--- src/rtl/fetch_pkg.sv ---
// Shared types and constants for the instruction fetch unit: FSM states,
// datapath width, reset fetch address and the NOP encoding.
package fetch_pkg;

    localparam int unsigned WORD_W = 32;

    localparam logic [WORD_W-1:0] RESET_PC_DEFAULT = 32'h0000_3000;
    localparam logic [WORD_W-1:0] NOP_INSTR        = 32'h0000_0000;

    typedef enum logic [1:0] {
        S_REQ  = 2'd0,
        S_WAIT = 2'd1,
        S_DROP = 2'd2
    } fetch_state_e;

endpackage

--- src/rtl/fetch_slot.sv ---
// IF/ID slot register: clear wins over load, and with neither asserted the
// slot holds its contents.
module fetch_slot
    import fetch_pkg::*;
#(
    parameter int unsigned WORD_W = fetch_pkg::WORD_W
) (
    input  logic              clk,
    input  logic              rst_n,
    input  logic              i_load,
    input  logic              i_clear,
    input  logic [WORD_W-1:0] i_pc,
    input  logic [WORD_W-1:0] i_instr,
    output logic              o_valid,
    output logic [WORD_W-1:0] o_pc,
    output logic [WORD_W-1:0] o_instr
);

    logic              r_valid;
    logic [WORD_W-1:0] r_pc;
    logic [WORD_W-1:0] r_instr;

    // Clearing only drops valid; pc/instr keep their last values.
    always_ff @(posedge clk or negedge rst_n) begin
        if (!rst_n) begin
            r_valid <= 1'b0;
            r_pc    <= '0;
            r_instr <= WORD_W'(NOP_INSTR);
        end else if (i_clear) begin
            r_valid <= 1'b0;
        end else if (i_load) begin
            r_valid <= 1'b1;
            r_pc    <= i_pc;
            r_instr <= i_instr;
        end
    end

    assign o_valid = r_valid;
    assign o_pc    = r_pc;
    assign o_instr = r_instr;

endmodule

--- src/rtl/pc_fetch_unit.sv ---
// Single-outstanding instruction fetch: PC register, request FSM and the
// IF/ID slot. Redirects overwrite the PC and squash in-flight data.
module pc_fetch_unit #(
    parameter int unsigned        WORD_W   = fetch_pkg::WORD_W,
    parameter logic [WORD_W-1:0]  RESET_PC = WORD_W'(fetch_pkg::RESET_PC_DEFAULT)
) (
    input  logic              clk,
    input  logic              rst_n,
    input  logic              redirect_valid,
    input  logic [WORD_W-1:0] redirect_pc,
    output logic              imem_req,
    output logic [WORD_W-1:0] imem_addr,
    input  logic              imem_gnt,
    input  logic              imem_rvalid,
    input  logic [WORD_W-1:0] imem_rdata,
    output logic              if_valid,
    output logic [WORD_W-1:0] if_pc,
    output logic [WORD_W-1:0] if_instr,
    input  logic              if_ready
);

    import fetch_pkg::*;

    localparam logic [WORD_W-1:0] PC_STEP = WORD_W'(4);

    fetch_state_e      r_state;
    fetch_state_e      w_state_d;
    logic [WORD_W-1:0] r_pc;
    logic [WORD_W-1:0] w_pc_d;
    logic [WORD_W-1:0] r_req_pc;
    logic [WORD_W-1:0] w_req_pc_d;
    logic [WORD_W-1:0] w_redirect_pc;
    logic              w_req;
    logic              w_accept;
    logic              w_load;
    logic              w_clear;
    logic              unused_redirect_lsb;

    assign w_redirect_pc       = {redirect_pc[WORD_W-1:2], 2'b00};
    assign unused_redirect_lsb = ^redirect_pc[1:0];

    // Gated by rst_n so no request is visible while reset is held.
    assign w_req    = rst_n && (r_state == S_REQ) && (!if_valid || if_ready);
    assign w_accept = w_req && imem_gnt;

    always_comb begin
        w_state_d  = r_state;
        w_pc_d     = r_pc;
        w_req_pc_d = r_req_pc;
        w_load     = 1'b0;

        unique case (r_state)
            S_REQ: begin
                if (redirect_valid) begin
                    // A grant taken alongside a redirect is wrong-path.
                    if (w_accept) begin
                        w_state_d = S_DROP;
                    end
                end else if (w_accept) begin
                    w_req_pc_d = r_pc;
                    w_pc_d     = r_pc + PC_STEP;
                    w_state_d  = S_WAIT;
                end
            end
            S_WAIT: begin
                if (redirect_valid) begin
                    w_state_d = imem_rvalid ? S_REQ : S_DROP;
                end else if (imem_rvalid) begin
                    w_load    = 1'b1;
                    w_state_d = S_REQ;
                end
            end
            S_DROP: begin
                if (imem_rvalid) begin
                    w_state_d = S_REQ;
                end
            end
            default: begin
                w_state_d = S_REQ;
            end
        endcase

        if (redirect_valid) begin
            w_pc_d = w_redirect_pc;
        end
    end

    assign w_clear = redirect_valid || (if_valid && if_ready && !w_load);

    always_ff @(posedge clk or negedge rst_n) begin
        if (!rst_n) begin
            r_state  <= S_REQ;
            r_pc     <= RESET_PC;
            r_req_pc <= '0;
        end else begin
            r_state  <= w_state_d;
            r_pc     <= w_pc_d;
            r_req_pc <= w_req_pc_d;
        end
    end

    fetch_slot #(
        .WORD_W (WORD_W)
    ) u_slot (
        .clk     (clk),
        .rst_n   (rst_n),
        .i_load  (w_load),
        .i_clear (w_clear),
        .i_pc    (r_req_pc),
        .i_instr (imem_rdata),
        .o_valid (if_valid),
        .o_pc    (if_pc),
        .o_instr (if_instr)
    );

    assign imem_req  = w_req;
    assign imem_addr = r_pc;

endmodule
--- config.mk ---
export PLATFORM = sky130hd
export DESIGN_NAME = pc_fetch_unit
export DESIGN_NICKNAME = d
export VERILOG_FILES = /design/src/rtl/fetch_pkg.sv /design/src/rtl/fetch_slot.sv /design/src/rtl/pc_fetch_unit.sv
export SDC_FILE = /design/constraint.sdc
export NUM_CORES = 1
export LEC_CHECK = 0
export ABC_CLOCK_PERIOD_IN_PS = 2400
export BUFFER_PORTS_ARGS = -buffer_cell sky130_fd_sc_hd__buf_2
export CORE_MARGIN = 1.5
export CORE_UTILIZATION = 51
export DETAILED_ROUTE_END_ITERATION = 7
export PLACE_DENSITY_LB_ADDON = 0.12
export SLEW_MARGIN = 20
export SYNTH_ARGS = -nofsm -noshare
export SYNTH_HDL_FRONTEND = slang
export SYNTH_SLANG_ARGS = --single-unit
--- constraint.sdc ---
create_clock -name clk -period 2.4 [get_ports clk]
set_clock_uncertainty 0.2 [all_clocks]
set_input_delay 0.36 -clock clk [delete_from_list [all_inputs] [get_ports clk]]
set_output_delay 0.36 -clock clk [all_outputs]
set_load 0.02 [all_outputs]
* Word level (Yosys, flattened, before mapping)
Cells that the tools add are included.
** Storage, ports and cells
- Bits in registers :: 131
- Bits of input ports :: 70
- Word-level logic and storage cells :: 43
** Operators by class
- $add $sub $neg :: 1
- Equal/unequal tests :: 3
- Mux-type cells :: 15
- Bitwise gates (word level) :: 2
- Reduce and logical (&&, ||, !) cells :: 16
** Operators by type and width (count)
- $mux 32 :: 3
- $add 32x3->32 const B :: 1
- $mux 2 :: 6
- $pmux 2 s3 :: 1
- $reduce_bool 2->1 :: 3
- $logic_and 1x1->1 :: 5
- $mux 1 :: 5
- $reduce_and 2->1 :: 2
- $reduce_and 3->1 :: 1
- $eq 2x1->1 const B :: 1
- $eq 2x2->1 const B :: 1
- $logic_not 1->1 :: 2
- $logic_not 2->1 :: 1
- $logic_or 1x1->1 :: 2
- $ne 2x2->1 const B :: 1
- $not 1->1 :: 2

* Depth between registers and ports, before layout
- Word-level depth :: 8
- Depth in mapped cells :: 7
- Depth with buffers taken out :: 5

* By module
Synthesis repeated with hierarchy kept, for this count alone.
** Second synthesis, totals
- Cells, all modules :: 418
- Area total of the unflattened synthesis :: 5738.0 um2
** Modules (own cells, without submodules)
- pc_fetch_unit :: times used 1, cells each 279, area each 3004.1 um2, seq. area each 1554.0 um2
- fetch_slot :: times used 1, cells each 139, area each 2733.9 um2, seq. area each 1626.6 um2

* Least setup slack after synthesis
OpenSTA, ideal clock, no wires.
- Path type :: register -> register
- Start point :: register r_pc[12], in the netlist imem_addr[12]
- End point :: register r_pc[17], in the netlist imem_addr[17]
- Arrival time :: 2034 ps
- Data required time :: 2118 ps
- Slack :: 84 ps
- Stages on the path, launching flop included :: 6
- Buffers on the path :: 1
- Cells stage by stage :: dfstp_2 nand3_1 or4_4 buf_6 or4_1 a31oi_1
** On the way
- Word-level cells in the longest chain between the ends :: 4
** Ends and longest elaborated chain
- from (decl) :: RTL line pc_fetch_unit.sv:28 : logic [WORD_W-1:0] r_pc;
- from (signal assigned) :: RTL line pc_fetch_unit.sv:97 : r_pc <= w_pc_d;
- $add 32x3->32 :: RTL line pc_fetch_unit.sv:61 : w_pc_d = r_pc + PC_STEP;
- $mux 32 :: RTL line pc_fetch_unit.sv:59 : end else if (w_accept) begin
- $mux 32 :: RTL line pc_fetch_unit.sv:52 : unique case (r_state)
- $mux 32 :: RTL line pc_fetch_unit.sv:83 : if (redirect_valid) begin
No other way between the ends. The select of a mux whose other input is x is not followed.
A chain may end at the register's enable or synchronous reset.

* Worst setup path after layout
- Start point :: register r_pc[7], in the netlist imem_addr[7]
- End point :: register r_pc[17], in the netlist imem_addr[17]
Same word-level chain as after synthesis.

==> implementation parameters <==
Parameter                              Value

Clocking
  Clock tree buffer depth    2
  Clock slew seen by the registers of the worst setup and hold paths    around 0.06 ns
  H-tree lvl count    4
  Clock latency of the later-clocked register in the worst-skew pair    about 0.52 ns
  CTS sink cnt    125
  TritonCTS buffer count    17
  Library cell used as clock root buffer    sky130_fd_sc_hd__clkbuf_8
  Post-CTS setup buffer count    0
  CTS tree    done

Global routing
  Global-route wire length before repair    approximately 22000 µm
  Via count of the first global-routing pass    between 4000 and 5000
  Pin count of the biggest net entering global routing    between 60 and 70
  Global router's overall resource usage    25.4%
  Number of antenna violations at the first check in global routing    0
  Remaining Overflow, GRT    0

Power and ir drop
  Leakage power figure    3.62 nW
  Post-route total power    7.68 mW
  Peak VDD IR    between 0.5 and 0.6 mV
  Power per Cell Area    between 900 and 1000 nW/µm²
  Part of the total power dissipated in combinational logic    28.2%
  P_int    ~5.2 mW
  Clock network fraction of design power    30.9%
  Fraction of power spent switching nets    about a third
  Switch Pwr    around 2.5 mW
  Flop pwr share    40.9%

STA
  Time the worst path needs with I/O delays and setup    between 2 and 2.5 ns
  Maximum clock rate    between 0.4 and 0.5 GHz
  Max-slew headroom    47.2%
  Setup TNS    0 ns
  Max-slew violation count    0
  Final setup vio count    0
  Setup repair after global routing missed its margin    false
  Worst slew pin tran    ~0.79 ns
  Number of failing hold endpoints at the final stage    0
  Period utilisation layout    between 90% and 100%

Yosys
  Synth unique cells    between 40 and 50
  Fraction of post-synthesis cell area in the top cell type by area    between 50% and 60%
  Synth Cell Area    about 5500 µm²
  Synthesized instance count    450
  Sequential-to-total area share from yosys stat    approximately 57%
  Mean area per synthesized cell    12.3 µm²
  Cell types occupying the most area after synthesis    sky130_fd_sc_hd__dfrtp_1, sky130_fd_sc_hd__mux2_2, sky130_fd_sc_hd__nand4_1, sky130_fd_sc_hd__nand3_1, sky130_fd_sc_hd__o31ai_1
  Share of flip-flops with an asynchronous set or reset    100%
  Post-synthesis sequential element count    about 130
  Yosys top cell by area    sky130_fd_sc_hd__dfrtp_1
  Most used flip-flop cell after synthesis    sky130_fd_sc_hd__dfrtp_1
  Ys Warns    0
  Number of enable flip-flop cells after synthesis    0

Cells and area
  Most frequent standard cell in the layout excluding fill and tap cells    sky130_fd_sc_hd__buf_2
  Most used cells in the layout excluding fill and tap cells    sky130_fd_sc_hd__buf_2, sky130_fd_sc_hd__dfrtp_1, sky130_fd_sc_hd__mux2_2
  Post-route insts no fill    ~840
  Total Nets Final    759
  Antenna fix cells    0
  Filler instances    around 770
  Register area    3130 µm²
  Area added between synthesis and finish    40.5%
  Proportion of layout cells with a drive suffix above 1    roughly 45%
  Layout Cell Area excl Fill    between 7000 and 8000 µm²
  Post-Route Utilization    approximately 74%
  Footprint of the multi-input gates    roughly 2300 µm²

Min path
  Type of the worst min-delay path    input pin to async pin

Drt
  Total via count after detailed routing    between 4000 and 5000
  Met2 layer wire length in the routed design    between 6000 and 7000 µm
  Top Layer Used    met4
  Routed via count divided by cell count    around 5.4
  Count of nets left with antenna violations after detail routing    0
  DR iter-0 viols    ~220
  Met3 wire len    between 800 and 900 µm
  First-pass detailed-route iteration total    5
  M1 wire length    5950 µm
  Total length of routed wires    around 14000 µm
  Avg WL per Cell    16.6 µm
  Residual DRC count    0

Floorplanning
  Starting utilization of the core area    between 50% and 60%
  Core footprint    between 10000 and 15000 µm²
  I/O Pins    approximately 170
  Die extent in x    ~110 µm
  Height of the chip    about 110 µm
  Area enclosed by the die boundary    11500 µm²
  Cell row count    37

Worst setup path
  Required time of the critical path    about 2.6 ns
  Worst Setup Path Type    register to register
  Critical path data arrival time    2.53 ns
  Critical path endpoint category    register
  Biggest fanout along the worst timing path    11
  Startpoint class of the critical path    register

Place
  Post-Place Cell Area    6560 µm²
  Total half-perimeter wirelength after legalization and detailed placement    around 8800 µm
  Post-Place Cells    approximately 740
  GPL Wtd Cong    ~0.83
  Number of input and output port buffers inserted    around 160

Job
  Total of max-cap violations    0

Outcome
  Outcome    completed
cell usage after synthesis (all sizes together) (2+ instances only):
cell type / count
a21boi: 3
a22oi: 4
a311o: 2
a31oi: 8
and3: 3
and4: 2
buf: 7
clkbuf: 22
dfrtp: 123
dfstp: 2
inv: 7
mux2: 92
nand2: 27
nand3: 22
nand4: 21
nor2: 16
nor2b: 7
nor3: 8
nor3b: 3
nor4: 6
nor4b: 2
o21ai: 11
o311ai: 7
o31ai: 14
or2: 4
or3: 3
or4: 7
xnor2: 3
xor2: 3
worst max-delay path: stages, from the launching register on:
cell and delay [ns]:
sky130_fd_sc_hd__dfrtp_1 0.43, sky130_fd_sc_hd__nand3_1 0.21, sky130_fd_sc_hd__or4_4 0.63, sky130_fd_sc_hd__or4_1 0.54
sky130_fd_sc_hd__a31oi_1 0.20
what timing repair did:
item / in CTS / in global routing
hold endpoints to repair: 186 / 0
gates resized for setup: 0 / 2
setup endpoints to repair: 0 / 6
hold buffers: 64 / 0
layout make-up:
cell class,count,share of cell area (%)
flip-flops and latches,125,40.3
well taps,136,2.19
clock inverters,11,1.55
multi-input cells,292,29.2
repair buffers,245,20.8
inverters,7,0.339
clock buffers,20,5.61
stage by stage:
step	worst slack [ns]	hold slack, ns
finish	0.104	0.0363
global route	0.000511	0.0194
CTS	0.0470	0.00645
detailed placement	0.148	-0.0240
global placement	0.182	-0.0279
floorplan	0.0839	-0.136
power groups by stage:
stage	registers [mW]	clock network, mW	logic, mW
floorplan	3.72	0	0.722
global placement	3.11	0	2.04
detailed placement	3.16	0	2.09
CTS	3.13	2.43	2.17
global route	3.23	2.53	2.33
finish	3.14	2.37	2.17
layer usage:
metal,GRT usage (%),vias to the layer above
met4,10.1,0
met1,31.1,2216
met5,0,-
met3,7.60,22
met2,42.1,169
li1,-,2148
sequential cells by signal, summed over array words and instances, names as in the netlist:
register,flops
r_state,2
r_req_pc,30
imem_addr,30
u_slot.o_instr,32
u_slot.o_pc,30
u_slot.o_valid,1
cells by family after synthesis:
kind of cell / share of synthesized area (%)
xor+xnor: 0.951
simple gates: 13.5
compound gates: 6.75
other cells: 0.0679
fa+ha+maj: 0.226
flops: 56.7
buf+inv: 2.85
mux: 18.9
path summary, 6_finish.rpt:
check | from | to | slack, ns | cells after the start
worst max-delay path | imem_addr[7] | imem_addr[17] | 0.10 | 4
worst min-delay path | rst_n | imem_addr[3] | 0.04 | 2
worst max register to register | imem_addr[7] | imem_addr[17] | 0.10 | 4
worst min register to register | u_slot.o_pc[8] | u_slot.o_pc[8] | 0.30 | 1
max in group asynchronous | rst_n | r_req_pc[27] | 0.97 | 3
min in group clk | if_ready | u_slot.o_valid | 0.05 | 3
No activity file was read; power rests on OpenSTA's default activity.
